`src/rtl/uart_bridge_pkg.sv`:
```
// Shared definitions for the UART-to-bus bridge: command/response byte codes,
// the controller state encoding and a ceil(log2) helper for counter widths.
package uart_bridge_pkg;

  localparam logic [7:0] CMD_WRITE = 8'h57;  // 'W'
  localparam logic [7:0] CMD_READ  = 8'h52;  // 'R'
  localparam logic [7:0] RSP_ACK   = 8'h06;
  localparam logic [7:0] RSP_NAK   = 8'h15;

  typedef enum logic [2:0] {
    IDLE   = 3'd0,
    ADDR   = 3'd1,
    WDATA  = 3'd2,
    BUS    = 3'd3,
    TX     = 3'd4,
    TXWAIT = 3'd5
  } state_t;

  // Number of bits needed to count 0..value-1; never less than 1.
  function automatic int clog2(input int value);
    int result;
    int v;
    result = 0;
    v      = value - 1;
    while (v > 0) begin
      result = result + 1;
      v      = v >> 1;
    end
    if (result == 0) result = 1;
    return result;
  endfunction

endpackage

```
`src/rtl/uart_bridge_timer.sv`:
```
// Loadable down-counter used for the frame and bus timeouts.
// Ports:
//   clk      system clock
//   reset    synchronous active-high reset (reloads LOAD_VAL)
//   i_clear  reload LOAD_VAL (has priority over i_en)
//   i_en     count down by one per cycle, holding at zero
//   o_tc     terminal count: counter is zero
module uart_bridge_timer
  import uart_bridge_pkg::*;
#(
  parameter int LOAD_VAL = 1
) (
  input  logic clk,
  input  logic reset,
  input  logic i_clear,
  input  logic i_en,
  output logic o_tc
);

  localparam int W = clog2(LOAD_VAL + 1);
  localparam logic [W-1:0] LOAD = W'(LOAD_VAL);

  logic [W-1:0] r_count;

  always_ff @(posedge clk) begin
    if (reset) begin
      r_count <= LOAD;
    end else if (i_clear) begin
      r_count <= LOAD;
    end else if (i_en && (r_count != '0)) begin
      r_count <= r_count - W'(1);
    end
  end

  assign o_tc = (r_count == '0);

endmodule

```
`src/rtl/uart_bus_bridge.sv`:
```
// Serial-to-bus initiator: decodes 'W'/'R' frames from the uart receiver,
// performs one word access on the picorv32 native memory interface and
// returns ACK/NAK or the four read-data bytes through the uart transmitter.
// Ports:
//   clk, reset                  system clock, synchronous active-high reset
//   rx_data, rx_valid           received byte and its one-cycle strobe
//   tx_data, tx_load, tx_busy   byte to send, load strobe, transmitter busy
//   mem_valid/addr/wdata/wstrb  bus request (word address, wstrb F=write)
//   mem_ready, mem_rdata        slave completion strobe and read data
//   busy                        controller not in IDLE
//
// state  | meaning
// IDLE   | wait for a command byte
// ADDR   | collect 4 little-endian address bytes
// WDATA  | collect 4 little-endian write-data bytes ('W' only)
// BUS    | hold mem_valid until mem_ready or bus timeout
// TX     | load the next response byte once the transmitter is free
// TXWAIT | let tx_busy rise, then wait for it to fall
module uart_bus_bridge
  import uart_bridge_pkg::*;
#(
  parameter int FRAME_TIMEOUT = 1200000,
  parameter int BUS_TIMEOUT   = 1024
) (
  input  logic        clk,
  input  logic        reset,
  input  logic [7:0]  rx_data,
  input  logic        rx_valid,
  output logic [7:0]  tx_data,
  output logic        tx_load,
  input  logic        tx_busy,
  output logic        mem_valid,
  output logic [31:0] mem_addr,
  output logic [31:0] mem_wdata,
  output logic [3:0]  mem_wstrb,
  input  logic        mem_ready,
  input  logic [31:0] mem_rdata,
  output logic        busy
);

  state_t      r_state;
  state_t      w_next_state;
  logic [1:0]  r_cnt;       // frame byte index within ADDR/WDATA
  logic [1:0]  r_rsp_cnt;   // response bytes still to send after the current one
  logic [1:0]  r_wait;      // cycles of tx_busy to ignore after a load
  logic        r_is_write;
  logic [31:0] r_addr;
  logic [31:0] r_wdata;
  logic [31:0] r_rsp;       // response shift register, byte 0 goes out first

  logic w_frame_clr;
  logic w_frame_en;
  logic w_frame_tc;
  logic w_bus_clr;
  logic w_bus_en;
  logic w_bus_tc;
  logic w_tx_load;

  uart_bridge_timer #(.LOAD_VAL(FRAME_TIMEOUT - 1)) u_frame_timer (
    .clk     (clk),
    .reset   (reset),
    .i_clear (w_frame_clr),
    .i_en    (w_frame_en),
    .o_tc    (w_frame_tc)
  );

  uart_bridge_timer #(.LOAD_VAL(BUS_TIMEOUT - 1)) u_bus_timer (
    .clk     (clk),
    .reset   (reset),
    .i_clear (w_bus_clr),
    .i_en    (w_bus_en),
    .o_tc    (w_bus_tc)
  );

  always_ff @(posedge clk) begin
    if (reset) r_state <= IDLE;
    else       r_state <= w_next_state;
  end

  always_comb begin
    w_next_state = r_state;
    w_tx_load    = 1'b0;
    w_frame_clr  = (r_state == IDLE);
    w_frame_en   = 1'b0;
    // Bus timer is held at its load value outside BUS so it starts counting
    // on the first mem_valid cycle.
    w_bus_clr    = 1'b1;
    w_bus_en     = 1'b0;
    case (r_state)
      IDLE: begin
        if (rx_valid) begin
          if ((rx_data == CMD_WRITE) || (rx_data == CMD_READ)) w_next_state = ADDR;
          else                                                 w_next_state = TX;
        end
      end
      ADDR, WDATA: begin
        w_frame_en = 1'b1;
        if (rx_valid) begin
          w_frame_clr = 1'b1;
          if (r_cnt == 2'd3) begin
            if ((r_state == ADDR) && r_is_write) w_next_state = WDATA;
            else                                 w_next_state = BUS;
          end
        end else if (w_frame_tc) begin
          w_next_state = IDLE;
        end
      end
      BUS: begin
        w_bus_clr = 1'b0;
        w_bus_en  = 1'b1;
        // mem_ready wins over a timeout on the same cycle.
        if (mem_ready || w_bus_tc) w_next_state = TX;
      end
      TX: begin
        if (!tx_busy) begin
          w_tx_load    = 1'b1;
          w_next_state = TXWAIT;
        end
      end
      TXWAIT: begin
        if ((r_wait == 2'd0) && !tx_busy) begin
          w_next_state = (r_rsp_cnt == 2'd0) ? IDLE : TX;
        end
      end
      default: w_next_state = IDLE;
    endcase
  end

  always_ff @(posedge clk) begin
    if (reset) begin
      r_cnt      <= 2'd0;
      r_rsp_cnt  <= 2'd0;
      r_wait     <= 2'd0;
      r_is_write <= 1'b0;
      r_addr     <= 32'h0;
      r_wdata    <= 32'h0;
      r_rsp      <= 32'h0;
    end else begin
      case (r_state)
        IDLE: begin
          if (rx_valid) begin
            r_cnt      <= 2'd0;
            r_is_write <= (rx_data == CMD_WRITE);
            r_rsp      <= {24'h0, RSP_NAK};
            r_rsp_cnt  <= 2'd0;
          end
        end
        ADDR: begin
          if (rx_valid) begin
            r_addr <= {rx_data, r_addr[31:8]};
            r_cnt  <= r_cnt + 2'd1;
          end
        end
        WDATA: begin
          if (rx_valid) begin
            r_wdata <= {rx_data, r_wdata[31:8]};
            r_cnt   <= r_cnt + 2'd1;
          end
        end
        BUS: begin
          if (mem_ready) begin
            if (r_is_write) begin
              r_rsp     <= {24'h0, RSP_ACK};
              r_rsp_cnt <= 2'd0;
            end else begin
              r_rsp     <= mem_rdata;
              r_rsp_cnt <= 2'd3;
            end
          end else if (w_bus_tc) begin
            r_rsp     <= {24'h0, RSP_NAK};
            r_rsp_cnt <= 2'd0;
          end
        end
        TX: begin
          if (!tx_busy) begin
            r_rsp  <= {8'h0, r_rsp[31:8]};
            r_wait <= 2'd2;
          end
        end
        TXWAIT: begin
          if (r_wait != 2'd0) begin
            r_wait <= r_wait - 2'd1;
          end else if (!tx_busy && (r_rsp_cnt != 2'd0)) begin
            r_rsp_cnt <= r_rsp_cnt - 2'd1;
          end
        end
        default: ;
      endcase
    end
  end

  assign mem_valid = (r_state == BUS);
  assign mem_addr  = r_addr & 32'hFFFF_FFFC;
  assign mem_wdata = r_wdata;
  assign mem_wstrb = (mem_valid && r_is_write) ? 4'hF : 4'h0;
  assign tx_data   = r_rsp[7:0];
  assign tx_load   = w_tx_load;
  assign busy      = (r_state != IDLE);

endmodule

```
`config.mk`:
```
export PLATFORM = sky130hd
export DESIGN_NAME = uart_bus_bridge
export DESIGN_NICKNAME = d
export VERILOG_FILES = /design/src/rtl/uart_bridge_pkg.sv /design/src/rtl/uart_bridge_timer.sv /design/src/rtl/uart_bus_bridge.sv
export SDC_FILE = /design/constraint.sdc
export NUM_CORES = 1
export LEC_CHECK = 0
export ABC_AREA = 0
export BUFFER_PORTS_ARGS = -buffer_cell sky130_fd_sc_hd__buf_2
export CORE_ASPECT_RATIO = 0.7
export CORE_UTILIZATION = 30
export CTS_BUF_LIST = sky130_fd_sc_hd__clkbuf_8 sky130_fd_sc_hd__clkbuf_16
export DETAILED_ROUTE_END_ITERATION = 8
export PLACE_DENSITY = 0.58
export RECOVER_POWER = 25
export SLEW_MARGIN = 20
export SYNTH_ARGS = -nofsm -noshare
export SYNTH_HDL_FRONTEND = slang
export SYNTH_HIERARCHICAL = 1
export SYNTH_SLANG_ARGS = --single-unit
```
`constraint.sdc`:
```
create_clock -name clk -period 3.65 [get_ports clk]
set_clock_uncertainty 0.2 [all_clocks]
set_input_delay 0 -clock clk [delete_from_list [all_inputs] [get_ports clk]]
set_output_delay 0 -clock clk [all_outputs]
set_load 0.05 [all_outputs]
```
Word-level counts from Yosys, hierarchy flattened
Index checks and enable logic that the tools add are counted.
- add/subtract/negate cells: 5
- eq/ne operators: 19
- multiplexer cells: 36
- bitwise operators: 1
- reduce and logical (&&, ||, !) cells: 34
- operator list (kind ; count):
    2-to-1 mux 32 bit ; 5
    one-hot mux 32 bit (3 select lines) ; 1
    2-to-1 mux 3 bit ; 9
    zero test 21 bit ; 1
    nonzero test 21 bit ; 1
    subtractor 21 x 1 -> 21 bit (second input constant) ; 1
    2-to-1 mux 2 bit ; 9
    == test 8 x 7 -> 1 bit (second input constant) ; 2
    one-hot mux 3 bit (5 select lines) ; 1
    != test 2 bit (second input constant) ; 6
    zero test 10 bit ; 1
    nonzero test 10 bit ; 1
    subtractor 10 x 1 -> 10 bit (second input constant) ; 1
    nonzero test 3 bit ; 3
    one-hot mux 2 bit (2 select lines) ; 2
    nonzero test 2 bit ; 4
    2-to-1 mux 1 bit ; 7
    == test 3 x 2 -> 1 bit (second input constant) ; 2
    == test 3 bit (second input constant) ; 2
    logical AND 1 bit ; 6
    != test 3 x 1 -> 1 bit (second input constant) ; 2
    one-hot mux 2 bit (3 select lines) ; 1
    AND reduction 2 bit ; 3
    AND reduction 3 bit ; 2
    16 further kinds ; 22
- register bits after elaboration: 137
- bits of input ports: 45
- output and inout port bits: 79

Depth between registers and ports, before layout
- word-level depth: 6
- mapped depth: 9
- mapped depth without buffers: 8

Modules after synthesis
The synthesis kept the hierarchy.
- by module, submodules not included (module ; times used ; cells each ; area each (um2) ; sequential area each (um2)):
    uart_bus_bridge ; 1 ; 544 ; 4455.5 ; 2082.0
    uart_bridge_timer (u_frame_timer) ; 1 ; 133 ; 1141.1 ; 420.4
    uart_bridge_timer (u_bus_timer) ; 1 ; 66 ; 563.0 ; 200.2

Worst setup path before layout
No wires, ideal clock.
- kind: reg2reg
- start: register u_frame_timer.r_count[16]
- end: register r_state[1]
- arrival time: 2324 ps
- data required time: 3327 ps
- setup slack: 1003 ps
- cell stages (with the launch flop): 8
- path through: dfxtp_1 or4_1 nor4_1 clkbuf_1 and2_1 or4_1 o2111ai_2 mux2_1
- word-level cells in the longest chain between the ends: 3
- ends and longest elaborated chain (what ; RTL line ; text):
    start: declaration ; uart_bridge_timer.sv:23 ; logic [W-1:0] r_count;
    start signal: assignment ; uart_bridge_timer.sv:31 ; r_count <= r_count - W'(1);
    zero test 21 bit ; uart_bridge_timer.sv:35 ; assign o_tc = (r_count == '0);
    named net w_frame_tc ; uart_bus_bridge.sv:53 ; logic w_frame_tc;
    != test 3 x 1 -> 1 bit (no line) ; -- ;
    AND reduction 6 bit (no line) ; -- ;
    end signal: assignment ; uart_bus_bridge.sv:77 ; else r_state <= w_next_state;
    end: declaration ; uart_bus_bridge.sv:41 ; state_t r_state;
The timed path passes the listed nets, and every way through them passes these cells.
A chain may end at the register's enable or synchronous reset.

Worst setup path after layout
- start: register u_bus_timer.r_count[7]
- end: register r_rsp[7]
- word-level cells in the longest chain between the ends: 3
- ends and longest elaborated chain (what ; RTL line ; text):
    start: declaration ; uart_bridge_timer.sv:23 ;
    start signal: assignment ; uart_bridge_timer.sv:31 ;
    zero test 10 bit ; uart_bridge_timer.sv:35 ;
    named net w_bus_tc ; uart_bus_bridge.sv:56 ; logic w_bus_tc;
    != test 3 x 1 -> 1 bit (no line) ; -- ;
    AND reduction 4 bit (no line) ; -- ;
    end signal: assignment ; uart_bus_bridge.sv:144 ; r_rsp <= {24'h0, RSP_NAK};
    end signal: assignment ; uart_bus_bridge.sv:163 ; r_rsp <= {24'h0, RSP_ACK};
    end signal: assignment ; uart_bus_bridge.sv:166 ; r_rsp <= mem_rdata;
    end: declaration ; uart_bus_bridge.sv:49 ; logic [31:0] r_rsp;
The timed path passes the listed nets, and every way through them passes these cells.

==> impl_metrics.ini <==
[drt]
post_drt_wl_per_cell_um = 14.6
vias_per_cell = 4.97
drcViolationCount = 0
routed_wl_um = 16900
vias = 5783
drt_pre_antenna_iters = 5
drtIter0Drc = 393
drtAntennaViolNets = 0

[clock_network]
ctsResizeCount = 0
clk_pin_slew_ns = 0.06
clock_sinks = 135
cts_root_buffer = clkbuf_16
clock_latency_ns = 0.42
cts_setup_buffers = 0
cts_buffers = 17
hold_buffers = 46
cts_tree = yes
htree_levels = 4
cts_buffer_depth = 2

[worst_setup_path]
r2r-end = r_rsp[7]
cp_slowest_cell = or4_4
cp.buffers_inverters = 1
path_max_fanout = 21
critPathRequiredTime_ns = 3.72
crit_path_max_incr_delay_ns = 0.61
cp_cell_sequence = or4_4 > nor4_1 > and4bb_2 > o21ba_2 > nor2_1 > buf_4 > a211oi_1
critPathCaptureType = flop
rrSetupSlack_ns = 0.76
timing.rr.start = u_bus_timer/r_count[7]
arrival_ns = 2.95
criticalPathCategory = flop to flop
cp_top_family = simple AND/OR/NAND/NOR gates
ff2ff_path_depth = 7
setup.worst_path.start_class = flop

[yosys]
yosysSeqAreaShare = 0.439
synth_cells = 743
ys_seq_elements = 135
yosys.cell_types.count = 65
postSynthAreaPerCell_um2 = 8.29
synthesis.area_mm2 = 0.00616
synth_edf_count = 0
ys_warn_count = 6
async_flop_share = 0
synthFlopType = dfxtp_1

[cells_and_area]
fin_nets = 931
final_cell_mix = 151 x nand2_1, 135 x dfxtp_1, 113 x a21oi_1
drive_gt1_frac = 0.151
diodes = 0
mostFrequentLayoutCell = nand2_1
area_delta_synth_final_pct = 27.1

[sta]
worst_hold_slack_ns = 0.162
slew_headroom = 0.440
rsz0062_at_grt = false
hold_viol = 0
post-route-min-period_ns = 2.89
layout_setup_ws_ns = 0.763
finalSetupTns_ns = 0
worst_slew_pin_slew_ns = 0.830
drv_slew = 0
final-setup-viol-count = 0
fin_crit_sh = 0.791
fmax_mhz = 346

[power_and_ir_drop]
power.internal_uw = 2970
power_frac_seq = 0.378
clockPowerShare = 0.344
switching_share = 0.355
p_sw_uw = 1630
comb_power_share = 0.278
p_leak_uw = 0.00275
irDropWorstVdd_mv = 0.356
pwr_density_cell_mw_per_mm2 = 587

[floorplanning]
start_util = 0.309
chipWidth_um = 173
rows = 43
die_h_um = 122
io_pins = 124
coreArea_mm2 = 0.0200
dieArea_mm2 = 0.0211

[run]
cap_violations = 0

[global_route]
grt.total_usage = 0.162
gr-total-overflow = 0
antenna_found_initial = 0
grt_pass1_wl_um = 27600
grt_max_degree = 71
grt_pass1_vias = 5285

[min_path]
hp-start = mem_rdata[26]
min-delay-path-class = input port to flop
whs_endpoint = r_rsp[26]
whs_path_depth = 4

[placed_design]
dp_hpwl_um = 11000
place.port_buffers = 121
place.gp.congestion = 0.784
place_ws_ns = 0.823

[status]
status = complete, no violations
## logic make-up after synthesis
group / after synthesis / synth area share
simple gates: 286 / 0.235
compound gates: 217 / 0.219
flops: 135 / 0.439
buf+inv: 81 / 0.0672
mux: 14 / 0.0230
fa+ha+maj: 5 / 0.0102
xor+xnor: 4 / 0.00569
other cells: 1 / 0.000609
## through the flow
step / total power (uW) / util / cells / cell area (um^2)
5_1_grt: 4830 / 0.392 / 1163 / 7830
4_1_cts: 4650 / 0.396 / 1163 / 7900
3_5_place_dp: 3010 / 0.345 / 1086 / 6890
3_3_place_gp: 3000 / 0.345 / 1086 / 6890
2_1_floorplan: 2810 / - / 744 / 6160
6_report: 4600 / 0.392 / 1163 / 7830
## tightest hold or removal path: cells and delay by family
kind                   cells  cell delay [ns]
AOI/OAI and AO/OA          1             0.05
buffers and inverters      2             0.64
and+or+nand+nor            1             0.05
## Yosys cell counts (all sizes together), types with 3 or more instances
library cell / n / area share
o211ai: 3 / 0.0037
nand2: 151 / 0.092
nand3: 8 / 0.0065
nand3b: 6 / 0.0093
mux2i: 13 / 0.021
a211oi: 22 / 0.027
nor3: 12 / 0.011
nor3b: 5 / 0.0087
a2111oi: 3 / 0.0043
nor2b: 5 / 0.0051
inv: 17 / 0.010
clkbuf: 24 / 0.015
xnor2: 4 / 0.0057
dfxtp: 135 / 0.44
ha: 5 / 0.010
or2: 6 / 0.0061
buf: 40 / 0.042
a32oi: 3 / 0.0043
and2: 11 / 0.011
nand4bb: 3 / 0.0055
o21ai: 22 / 0.018
nor4b: 5 / 0.0091
nand2b: 8 / 0.0081
o41ai: 3 / 0.0073
o31ai: 11 / 0.013
or3: 5 / 0.0059
nor2: 31 / 0.019
a21oi: 113 / 0.092
or4: 15 / 0.019
a22oi: 20 / 0.024
nor4: 8 / 0.0091
## layout make-up
class,count,area (um^2)
Clock buffer,20,467
Clock inverter,11,75.1
Fill cell,2080,12100
Inverter,17,63.8
Multi-Input combinational cell,528,3070
Sequential cell,135,2700
Tap cell,270,338
Timing Repair Buffer,182,1110
## flip-flops by register name, summed over array words and instances (netlist names)
signal	cells
mem_wdata	32
r_addr	30
r_cnt	2
r_is_write	1
r_rsp	32
r_rsp_cnt	2
r_state	3
r_wait	2
u_bus_timer/r_count	10
u_frame_timer/r_count	21
## routing by layer
| metal | track usage | vias to the layer above | part of all wire |
|---|---|---|---|
| li1 | - | 2903 | - |
| met1 | 0.232 | 2721 | 0.51 |
| met2 | 0.236 | 140 | 0.42 |
| met3 | 0.0453 | 19 | 0.053 |
| met4 | 0.0470 | 0 | 0.013 |
| met5 | 0 | - | 0 |
## power groups by stage
stage          Sequential (uW)  Combinational (uW)  Clock [uW]
2_1_floorplan             1760                1050           0
3_3_place_gp              1770                1230           0
3_5_place_dp              1770                1250           0
4_1_cts                   1740                1290        1620
5_1_grt                   1760                1380        1690
6_report                  1740                1280        1580
## how the worst max path moves through the flow
stage / startpoint / end / cells past startpoint
global placement: u_bus_timer/r_count[7] / r_rsp[1] / 7
detailed placement: u_bus_timer/r_count[7] / r_rsp[1] / 7
global route: u_bus_timer/r_count[7] / r_rsp[7] / 7
CTS: u_bus_timer/r_count[7] / r_rsp[7] / 7
finish: u_bus_timer/r_count[7] / r_rsp[7] / 7
floorplan: u_frame_timer/r_count[16] / r_state[1] / 7
No activity file was read; power rests on OpenSTA's default activity.
